### src/rtl/ps2_pkg.sv
// Shared types and constants for the PS/2 scan-code receiver:
// frame FSM states, prefix byte values and the buffered entry layout.
package ps2_pkg;

    typedef enum logic [1:0] {
        ST_IDLE,
        ST_DATA,
        ST_PARITY,
        ST_STOP
    } ps2_state_t;

    localparam logic [7:0] PS2_EXT = 8'hE0;
    localparam logic [7:0] PS2_BRK = 8'hF0;

    typedef struct packed {
        logic       ext;
        logic       brk;
        logic [7:0] code;
    } ps2_entry_t;

    localparam int ENTRY_W = $bits(ps2_entry_t);

endpackage

### src/rtl/ps2_code_fifo.sv
// Small synchronous FIFO of scan-code entries. A push into a full FIFO is
// dropped and flagged, unless a pop happens on the same edge.
module ps2_code_fifo
    import ps2_pkg::*;
#(
    parameter int DEPTH = 4
) (
    input  logic                     clk,
    input  logic                     rst_n,
    input  logic                     wr_en,
    input  logic [ENTRY_W-1:0]       wr_data,
    output logic                     rd_valid,
    input  logic                     rd_ready,
    output logic [ENTRY_W-1:0]       rd_data,
    output logic                     overflow,
    output logic [$clog2(DEPTH):0]   count
);

    localparam int AW = $clog2(DEPTH);

    ps2_entry_t     mem [DEPTH];
    logic [AW-1:0]  wr_ptr;
    logic [AW-1:0]  rd_ptr;
    logic           full;
    logic           pop;
    logic           push;

    assign full     = (count == (AW+1)'(DEPTH));
    assign rd_valid = (count != '0);
    assign pop      = rd_valid && rd_ready;
    assign push     = wr_en && (!full || pop);
    // Head is forced to zero when empty so the outputs have a defined reset value.
    assign rd_data  = rd_valid ? mem[rd_ptr] : '0;

    always_ff @(posedge clk) begin
        if (push) begin
            mem[wr_ptr] <= ps2_entry_t'(wr_data);
        end
    end

    always_ff @(posedge clk) begin
        if (!rst_n) begin
            wr_ptr   <= '0;
            rd_ptr   <= '0;
            count    <= '0;
            overflow <= 1'b0;
        end else begin
            overflow <= wr_en && full && !pop;
            if (push) begin
                wr_ptr <= wr_ptr + 1'b1;
            end
            if (pop) begin
                rd_ptr <= rd_ptr + 1'b1;
            end
            count <= count + (AW+1)'(push) - (AW+1)'(pop);
        end
    end

endmodule

### src/rtl/ps2_scan_receiver.sv
// PS/2 device-to-host receiver: synchronises the lines, decodes 11-bit frames,
// folds E0/F0 prefixes into flags and buffers the resulting scan codes.
module ps2_scan_receiver
    import ps2_pkg::*;
#(
    parameter int FIFO_DEPTH  = 4,
    parameter int TIMEOUT     = 50000,
    parameter int SYNC_STAGES = 2
) (
    input  logic                          clk,
    input  logic                          rst_n,
    input  logic                          ps2_clk,
    input  logic                          ps2_data,
    output logic                          m_valid,
    input  logic                          m_ready,
    output logic [7:0]                    m_code,
    output logic                          m_ext,
    output logic                          m_brk,
    output logic                          parity_err,
    output logic                          frame_err,
    output logic                          overflow,
    output logic [$clog2(FIFO_DEPTH):0]   fifo_count
);

    localparam int TW = $clog2(TIMEOUT + 1);

    logic [SYNC_STAGES-1:0] clk_sync;
    logic [SYNC_STAGES-1:0] data_sync;
    logic                   clk_last;
    logic                   clk_s;
    logic                   data_s;
    logic                   fall_q;

    ps2_state_t             state, state_nx;
    logic [2:0]             bit_cnt, bit_nx;
    logic [7:0]             shift, shift_nx;
    logic [TW-1:0]          tcnt, tcnt_nx;
    logic                   perr_set, ferr_set, done_set;

    logic                   done_q;
    logic [7:0]             done_code;
    logic                   ext_pend, brk_pend;
    logic                   wr_en;
    ps2_entry_t             wr_entry;
    logic [ENTRY_W-1:0]     head;

    assign clk_s  = clk_sync[SYNC_STAGES-1];
    assign data_s = data_sync[SYNC_STAGES-1];
    assign fall_q = clk_last && !clk_s;

    // Synchronisers idle high, matching an undriven PS/2 line.
    always_ff @(posedge clk) begin
        if (!rst_n) begin
            clk_sync  <= '1;
            data_sync <= '1;
            clk_last  <= 1'b1;
        end else begin
            clk_sync  <= {clk_sync[SYNC_STAGES-2:0], ps2_clk};
            data_sync <= {data_sync[SYNC_STAGES-2:0], ps2_data};
            clk_last  <= clk_s;
        end
    end

    always_ff @(posedge clk) begin
        if (!rst_n) begin
            state      <= ST_IDLE;
            bit_cnt    <= '0;
            shift      <= '0;
            tcnt       <= '0;
            parity_err <= 1'b0;
            frame_err  <= 1'b0;
            done_q     <= 1'b0;
            done_code  <= '0;
        end else begin
            state      <= state_nx;
            bit_cnt    <= bit_nx;
            shift      <= shift_nx;
            tcnt       <= tcnt_nx;
            parity_err <= perr_set;
            frame_err  <= ferr_set;
            done_q     <= done_set;
            done_code  <= shift;
        end
    end

    always_comb begin
        state_nx = state;
        bit_nx   = bit_cnt;
        shift_nx = shift;
        tcnt_nx  = tcnt;
        perr_set = 1'b0;
        ferr_set = 1'b0;
        done_set = 1'b0;
        case (state)
            ST_IDLE: begin
                bit_nx  = '0;
                tcnt_nx = '0;
                if (fall_q && !data_s) begin
                    state_nx = ST_DATA;
                end
            end
            ST_DATA: begin
                if (fall_q) begin
                    shift_nx = {data_s, shift[7:1]};
                    bit_nx   = bit_cnt + 3'd1;
                    tcnt_nx  = '0;
                    if (bit_cnt == 3'd7) begin
                        state_nx = ST_PARITY;
                    end
                end
            end
            ST_PARITY: begin
                if (fall_q) begin
                    tcnt_nx = '0;
                    if (^{shift, data_s}) begin
                        state_nx = ST_STOP;
                    end else begin
                        perr_set = 1'b1;
                        state_nx = ST_IDLE;
                    end
                end
            end
            ST_STOP: begin
                if (fall_q) begin
                    done_set = data_s;
                    ferr_set = !data_s;
                    state_nx = ST_IDLE;
                end
            end
            default: state_nx = ST_IDLE;
        endcase
        // Inter-edge watchdog while a frame is in flight.
        if (state != ST_IDLE && !fall_q) begin
            if (tcnt == TW'(TIMEOUT - 1)) begin
                ferr_set = 1'b1;
                state_nx = ST_IDLE;
                tcnt_nx  = '0;
            end else begin
                tcnt_nx = tcnt + 1'b1;
            end
        end
    end

    assign wr_en         = done_q && (done_code != PS2_EXT) && (done_code != PS2_BRK);
    assign wr_entry.ext  = ext_pend;
    assign wr_entry.brk  = brk_pend;
    assign wr_entry.code = done_code;

    always_ff @(posedge clk) begin
        if (!rst_n) begin
            ext_pend <= 1'b0;
            brk_pend <= 1'b0;
        end else if (perr_set || ferr_set) begin
            ext_pend <= 1'b0;
            brk_pend <= 1'b0;
        end else if (done_q) begin
            if (done_code == PS2_EXT) begin
                ext_pend <= 1'b1;
            end else if (done_code == PS2_BRK) begin
                brk_pend <= 1'b1;
            end else begin
                ext_pend <= 1'b0;
                brk_pend <= 1'b0;
            end
        end
    end

    // m_valid/m_ready: an entry transfers on a rising clk edge where both are
    // high; the head fields hold steady while m_valid waits for m_ready.
    ps2_code_fifo #(
        .DEPTH    (FIFO_DEPTH)
    ) u_fifo (
        .clk      (clk),
        .rst_n    (rst_n),
        .wr_en    (wr_en),
        .wr_data  (wr_entry),
        .rd_valid (m_valid),
        .rd_ready (m_ready),
        .rd_data  (head),
        .overflow (overflow),
        .count    (fifo_count)
    );

    assign m_ext  = head[9];
    assign m_brk  = head[8];
    assign m_code = head[7:0];

endmodule

### config.mk
export PLATFORM = sky130hd
export DESIGN_NAME = ps2_scan_receiver
export DESIGN_NICKNAME = d
export VERILOG_FILES = /design/src/rtl/ps2_pkg.sv /design/src/rtl/ps2_code_fifo.sv /design/src/rtl/ps2_scan_receiver.sv
export SDC_FILE = /design/constraint.sdc
export NUM_CORES = 1
export LEC_CHECK = 0
export BUFFER_PORTS_ARGS = -buffer_cell sky130_fd_sc_hd__buf_2
export CORE_MARGIN = 2
export CORE_UTILIZATION = 40
export CTS_CLUSTER_DIAMETER = 30
export DETAILED_ROUTE_END_ITERATION = 10
export PLACE_DENSITY_LB_ADDON = 0.2
export SETUP_SLACK_MARGIN = 0.5
export SLEW_MARGIN = 20
export SYNTH_ARGS = -nofsm -noshare
export SYNTH_HDL_FRONTEND = slang
export SYNTH_SLANG_ARGS = --single-unit
### constraint.sdc
create_clock -name clk -period 2.9 [get_ports clk]
set_input_delay 0.29 -clock clk [delete_from_list [all_inputs] [get_ports clk]]
set_output_delay 0.29 -clock clk [all_outputs]
set_load 0.1 [all_outputs]
==> results by group, run 1 <==
Drt
  – Initial DRC Count: between 100 and 150
  – Post-DR vias/cell: around 4.9
  – Final WL: a little over 7000 um
  – Antenna Violating Nets Remaining: 0
  – Remaining routing DRC violations: 0
  – Routed WL per cell: 13.77 um
  – Via count: 2551
  – Drt pass-1 iters: 4

Finish
  – Antenna Cells: 0
  – Area grow syn2layout: 11.59%
  – Layout net count: 394
  – Non-filler instance count after layout: 516
  – Layout cell share with drive strength beyond 1: 20.26%
  – Final Core Density: roughly 45%
  – Most frequent cells in the layout: dfxtp_1 (52), edfxtp_1 (40), nor2_1 (32)
  – Most common cell after layout, fill and taps aside: dfxtp_1

Timing
  – Rel. slew slack: 50.93%
  – Final setup TNS: 0 ns
  – RSZ-0062 raised after global routing: false
  – Slew Viols, Final: 0
  – Worst Tran Pin Value: 0.7312 ns
  – Hold WS: 0.09405 ns
  – Final Cycle Share: 78.96%
  – Worst Skew: 0.01237 ns
  – Final setup viols: 0
  – Max Freq: 0.4367 GHz
  – Final hold violations: 0
  – Period minus WS final: 2.290 ns

Worst setup path
  – Required @ worst endpoint: 3.16 ns
  – Reg-to-reg endpoint: u_fifo.count[2]
  – Crit path from: done_code[2]
  – Flop2flop setup slack: ~0.61 ns
  – Critical path data arrival time: ~2.6 ns
  – Max FO, Critical Path: 7
  – Reg2Reg Depth: 9
  – Setup CP Type: reg -> reg
  – Slowest cell on the critical path: or4_4
  – Element type at the critical path start: flip-flop
  – Worst r2r src: done_code[2]
  – Crit-path cells: nand4b_1 -> or4_4 -> nand2_2 -> nor2_2 -> ha_2 -> fa_1 -> xnor2_1 -> xnor2_1 -> and2_1
  – Most common cell on crit path: xnor2_1
  – CP peak stage delay: 0.45 ns
  – Crit-path leading delay family: simple AND/OR/NAND/NOR gates
  – CP Capture Type: flip-flop
  – Worst Path Buf+Inv: 0

Yosys
  – Unique masters post-synth: 51
  – Synthesis-stage register bit count: just under 100
  – EDFF count, synth: 40
  – Mapped cell area: a little over 4000 um2
  – Yosys warnings: 0
  – Seq/Total Area, Yosys: 56.78%
  – Dominant synthesized flop cell: dfxtp_1
  – Ys async rst share: 0%
  – Syn avg cell area: 11.75 um2
  – Syn Nets: 370
  – Synthesized instance count: 351

Worst hold path
  – Worst min path class: in -> reg
  – Hold Path End: data_sync[0]
  – Hold_sp: ps2_data
  – Hold path cells: 2

Flow run
  – Max_cap viols: 0

Floorplanning
  – Starting Density: 40.50%
  – Standard-cell rows: 37
  – Core box area: 10180 um2
  – Die area: 11140 um2
  – Die X: 105.6 um
  – Die height: 105.6 um
  – Num ports: 22

Clock network
  – Setup Fix Bufs, Post-CTS: 0
  – H-tree depth: 3
  – Worst-Skew Late Latency: 0.37 ns
  – Sink Count: 97
  – CTS tree: yes
  – CTS Root Cell: clkbuf_8
  – CTS max path bufs: 2
  – Reg clk slew, reported paths: ~0.11 ns
  – Post-CTS Hold Buffers: 0
  – Num CTS Buffers: 9

Global routing
  – Global route total overflow: 0
  – First-pass GRT wire length: about 12000 um
  – Antenna violations before repair: 0
  – Vias in the first global route: between 2000 and 3000
  – Total track usage: a little over an eighth
  – Largest net degree at the start of global routing: 50

Placed design
  – Dpl cells: 500
  – Port bufs: 21
  – Dpl hpwl: 4619 um
  – Gpl congestion: approximately 0.8

Power
  – Final Power: about 3.3 mW
  – Leakage: 1.742 nW
  – Maximum VDD drop: about 430 uV
  – Cell Pwr Density: around 700 nW/um2

Outcome
  – Status: completed
[where the power goes]
part	switching, mW	internal (mW)	total (mW)
combinational	0.667	0.286	0.953
sequential	0.0419	1.47	1.51
clock	0.506	0.329	0.835
total	1.21	2.08	3.29
[final cells by class]
cell class | count | area (um2)
Clock buffer | 9 | 123.9
Clock inverter | 7 | 60.06
Fill cell | 986 | 5582
Inverter | 11 | 41.29
Multi-Input combinational cell | 230 | 1709
Sequential cell | 97 | 2356
Tap cell | 136 | 170.2
Timing Repair Buffer | 26 | 142.6
[synth_stat cells, types with 2 or more instances]
library cell,count,area [um2]
a31oi_1,2,12.51
xor2_1,5,43.79
or3_1,3,18.77
nand4b_1,5,43.79
nand4_1,3,18.77
xnor2_1,9,78.83
and2_1,30,187.7
dfxtp_1,57,1141
o21ai_0,14,70.07
and4_1,3,26.28
o21ai_1,5,25.02
nor2_1,33,123.9
mux2i_1,2,20.02
nand2b_1,7,43.79
nand3_1,7,35.03
a21boi_0,2,15.01
inv_1,11,41.29
edfxtp_1,40,1201
nor2b_1,12,75.07
a21oi_1,14,70.07
a22oi_1,4,30.03
mux4_2,10,225.2
nor3_1,5,25.02
and3_1,4,25.02
a21boi_1,4,30.03
ha_1,13,162.7
clkbuf_1,10,37.54
or2_2,2,12.51
nand2_1,13,48.80
[layer usage]
| layer | GRT usage [%] | routed length [um] |
|---|---|---|
| met1 | 17.25 | 3298 |
| met2 | 22.81 | 3522 |
| met3 | 3.772 | 187 |
| met4 | 4.511 | 95 |
| met5 | 0 | 0 |
[per-stage QoR]
stage	area [um2]	worst slack [ns]
3_5_place_dp	4405	0.4439
5_1_grt	4603	0.5104
2_1_floorplan	4151	0.5174
3_3_place_gp	4405	0.5150
6_report	4603	0.6100
4_1_cts	4598	0.5176
[registers in the layout, indices dropped and copies added (netlist names), named ones only]
signal           flops
shift                8
parity_err           1
tcnt                16
done_q               1
u_fifo.mem          40
u_fifo.rd_ptr        2
brk_pend             1
frame_err            1
state                2
u_fifo.count         3
clk_last             1
done_code            8
data_sync            2
bit_cnt              3
clk_sync             2
ext_pend             1
u_fifo.wr_ptr        2
u_fifo.overflow      1
[worst register-to-register path, cell delays in order (launching register included)]
cell and delay [ns]:
dfxtp_1 0.34, nand4b_1 0.20, or4_4 0.45, nand2_2 0.12
nor2_2 0.08, ha_2 0.22, fa_1 0.37, xnor2_1 0.15
xnor2_1 0.12, and2_1 0.15
[timing repair]
action | 4_1_cts | 5_1_grt
gates resized for setup | 4 | 2
setup endpoints to repair | 1 | 1
pin swaps | 0 | 1
cloned | 0 | 0
[worst max-delay path by stage]
stage / end / slack, ns / depth (start not counted)
2_1_floorplan: u_fifo.count[2] / 0.52 / 9
3_5_place_dp: u_fifo.count[2] / 0.44 / 9
5_1_grt: u_fifo.count[2] / 0.51 / 9
4_1_cts: u_fifo.count[2] / 0.52 / 9
6_report: u_fifo.count[2] / 0.61 / 9
3_3_place_gp: u_fifo.count[2] / 0.51 / 9
[cell families (layout without fill, tap and decap cells)]
kind of cell	count (synthesis)	after routing	share of synthesized area [%]
muxes	12	12	5.945
xor gates and xnor gates	16	16	3.913
and+or+nand+nor	136	136	18.84
buffers and inverters	24	53	2.396
DFF	97	97	56.78
AOI/OAI and AO/OA	52	52	7.704
adders and majority gates	14	14	4.428
No activity file was read; power rests on OpenSTA's default activity.
==> run 2: changes to the inputs <==
--- a/config.mk
+++ b/config.mk
@@ -5,6 +5,7 @@
 export SDC_FILE = /design/constraint.sdc
 export NUM_CORES = 1
 export LEC_CHECK = 0
+export ABC_AREA = 1
 export BUFFER_PORTS_ARGS = -buffer_cell sky130_fd_sc_hd__buf_2
 export CORE_MARGIN = 2
 export CORE_UTILIZATION = 40
==> constraint.sdc (replaced) <==
create_clock -name clk -period 1.9 [get_ports clk]
set_input_delay 0.19 -clock clk [delete_from_list [all_inputs] [get_ports clk]]
set_output_delay 0.19 -clock clk [all_outputs]
set_load 0.1 [all_outputs]
==> results by group, run 2 <==
Outcome
  – Status: completed

Yosys
  – Ys async rst share: 0% (unchanged)
  – Syn Nets: 521 (+41%)
  – Synthesized instance count: 502 (+43%)
  – Most frequent cell after synthesis: nand2_1
  – Syn avg cell area: 8.796 um2 (-25%)
  – Synth area leader: edfxtp_1
  – Seq/Total Area, Yosys: 53.05% (-3.7 points)
  – Synth cell count leaders: nand2_1 (85), nor2_1 (69), dfxtp_1 (57)
  – Mapped cell area: 4415 um2 (+7.0%)
  – Yosys warnings: 0 (unchanged)
  – Synth top area cells: edfxtp_1 (27%), dfxtp_1 (26%), nand2_1 (7.2%), nor2_1 (5.9%), inv_1 (4.8%)
  – EDFF count, synth: 40 (unchanged)
  – Synthesis-stage register bit count: 97 (unchanged)
  – Dominant synthesized flop cell: dfxtp_1
  – Unique masters post-synth: 44 (-14%)
  – Yosys top cell area share: 27.20% (-1.9 points)

Floorplanning
  – Die X: 109.1 um (+3.3%)
  – Standard-cell rows: 38 (+2.7%)
  – Die area: 11900 um2 (+6.8%)
  – Core box area: 10790 um2 (+6.0%)
  – Starting Density: 40.91% (+0.41 points)
  – Die height: 109.1 um (+3.3%)
  – Num ports: 22 (unchanged)

Worst setup path
  – Element type at the critical path start: flip-flop
  – Required @ worst endpoint: 2.21 ns (-0.95 ns)
  – CP Capture Type: flip-flop
  – Max FO, Critical Path: 3 (-4)
  – Setup CP Type: reg -> reg
  – Reg2Reg Depth: 10 (+1)
  – Critical path data arrival time: 2.12 ns (-0.43 ns)

Timing
  – Worst Skew: 0.01237 ns (-0.000005500 ns)
  – Period minus WS final: 1.806 ns (-0.4838 ns)
  – Worst Tran Pin Value: 0.5974 ns (-0.1338 ns)
  – Rel. slew slack: 60.13% (+9.2 points)
  – Final setup viols: 0 (unchanged)
  – Max Freq: 0.5536 GHz (+27%)
  – Final WS setup: 0.09380 ns (-0.5162 ns)
  – RSZ-0062 raised after global routing: true
  – Final hold violations: 0 (unchanged)
  – Slew Viols, Final: 0 (unchanged)
  – Final Cycle Share: 95.06% (+16 points)
  – Final setup TNS: 0 ns (unchanged)

Clock network
  – CTS max path bufs: 2 (unchanged)
  – Worst-Skew Late Latency: 0.38 ns (about the same)
  – Sink Count: 97 (unchanged)
  – H-tree depth: 3 (unchanged)
  – CTS tree: yes
  – Reg clk slew, reported paths: 0.09 ns (-0.02 ns)
  – CTS Root Cell: clkbuf_8
  – Num CTS Buffers: 9 (unchanged)

Global routing
  – Vias in the first global route: 3408 (+35%)
  – Antenna violations before repair: 0 (unchanged)
  – First-pass GRT wire length: 16030 um (+33%)
  – Global route total overflow: 0 (unchanged)
  – Total track usage: 17.45% (+3.8 points)
  – Largest net degree at the start of global routing: 18 (-64%)

Finish
  – Final Core Density: 56.21% (+11 points)
  – Layout net count: 595 (+51%)
  – Max reg flops: 40 (unchanged)
  – Most frequent cells in the layout: nand2_1 (71), nor2_1 (62), inv_1 (48)
  – Non-filler instance count after layout: 721 (+40%)
  – Antenna Cells: 0 (unchanged)
  – Area grow syn2layout: 37.40%
  – Biggest register: u_fifo.mem
  – Largest regs: u_fifo.mem x40, tcnt x16
  – Most common cell after layout, fill and taps aside: nand2_1
  – Layout cell share with drive strength beyond 1: 37.35% (+17 points)

Placed design
  – Pre-CTS setup slack: 0.07099 ns (-0.3729 ns)
  – Port bufs: 21 (unchanged)
  – Gpl congestion: 0.9154 (+15%)
  – Dpl cells: 671 (+34%)
  – Dpl hpwl: 6365 um (+38%)

Power
  – Maximum VDD drop: 1222 uV (+180%)
  – Leakage: 2.406 nW (+38%)
  – Cell Pwr Density: 1355 nW/um2 (+89%)
  – Final Power: 8.223 mW (+150%)

Drt
  – Routed WL per cell: 13.55 um (-1.6%)
  – Initial DRC Count: 98 (-5.8%)
  – Drt pass-1 iters: 4 (unchanged)
  – Final WL: 9767 um (+38%)
  – Via count: 3516 (+38%)
  – Remaining routing DRC violations: 0 (unchanged)
  – Antenna Violating Nets Remaining: 0 (unchanged)
  – Post-DR vias/cell: 4.877 (-1.4%)

Worst hold path
  – Worst min path class: in -> reg
  – Hold path cells: 3 (+1)

Flow run
  – Max_cap viols: 0 (unchanged)
## run 2: changes by cell type in the layout (fill, tap and decap cells not counted), sizes merged, moves of 21 or more
cell,before,now
nand2,13,88
inv,15,66
buf,26,72
nor2,33,76
and2,30,1
a21oi,14,41
o21ai,19,40
## run 2: final timing paths
kind	slack (ns)	start	to
hold reg to reg	0.42	data_sync[0]	data_sync[1]
setup reg to reg	0.09	u_fifo.count[0]	u_fifo.count[1]
setup / recovery	0.09	u_fifo.count[0]	u_fifo.count[1]
hold / removal	0.19	rst_n	tcnt[10]
## run 2: power breakdown
group | switching (mW) | total, mW | internal [mW]
registers | 0.103 | 2.38 | 2.28
clock network | 0.756 | 1.25 | 0.494
logic | 2.89 | 4.59 | 1.70
total | 3.75 | 8.22 | 4.48
## run 2: timing repair
action                     CTS  global route
buffers inserted            21             7
cloned                       4             0
pin swaps                   21            22
resized for setup           91            57
hold endpoints to repair     2             0
hold buffers                 2             0
setup endpoints to repair   88            86
## run 2: cell families after synthesis
family                   share of synthesized area, %
AO/OA/AOI/OAI                                   11.53
AND/OR/NAND/NOR                                 22.70
adder cells (fa/ha/maj)                         4.137
flip-flops                                      53.05
XOR/XNOR                                       0.9920
buffers and inverters                           7.594
## run 2: cell type report
type | count | area (um2)
Fill cell | 929 | 4726
Clock inverter | 6 | 51.30
Clock buffer | 10 | 127.6
Multi-Input combinational cell | 325 | 2158
Sequential cell | 97 | 2396
Tap cell | 140 | 175.2
Inverter | 66 | 282.8
Timing Repair Buffer | 74 | 853.3
Timing Repair inverter | 3 | 22.52
## run 2: metrics by stage
stage                     area, um2  hold WS (ns)
final                          6067        0.1889
after global routing           6067        0.1956
after CTS                      5836        0.1742
after detailed placement       5141        0.3800
after global placement         5141        0.3798
after floorplan                4602        0.2966
## run 2: worst max-delay path: stages, from the launching register on
cell	delay, ns
dfxtp_4	0.36
nor2_4	0.17
nand2_8	0.08
inv_8	0.06
nor2_8	0.04
ha_4	0.25
inv_2	0.04
ha_4	0.15
fa_2	0.51
nand2_1	0.05
inv_1	0.05
## run 2: metal layers
layer  part of all wire (%)  track usage (%)
met5                      0                0
met4                    2.0            8.242
met3                    3.2            3.527
met2                     50            29.55
met1                     45            21.21
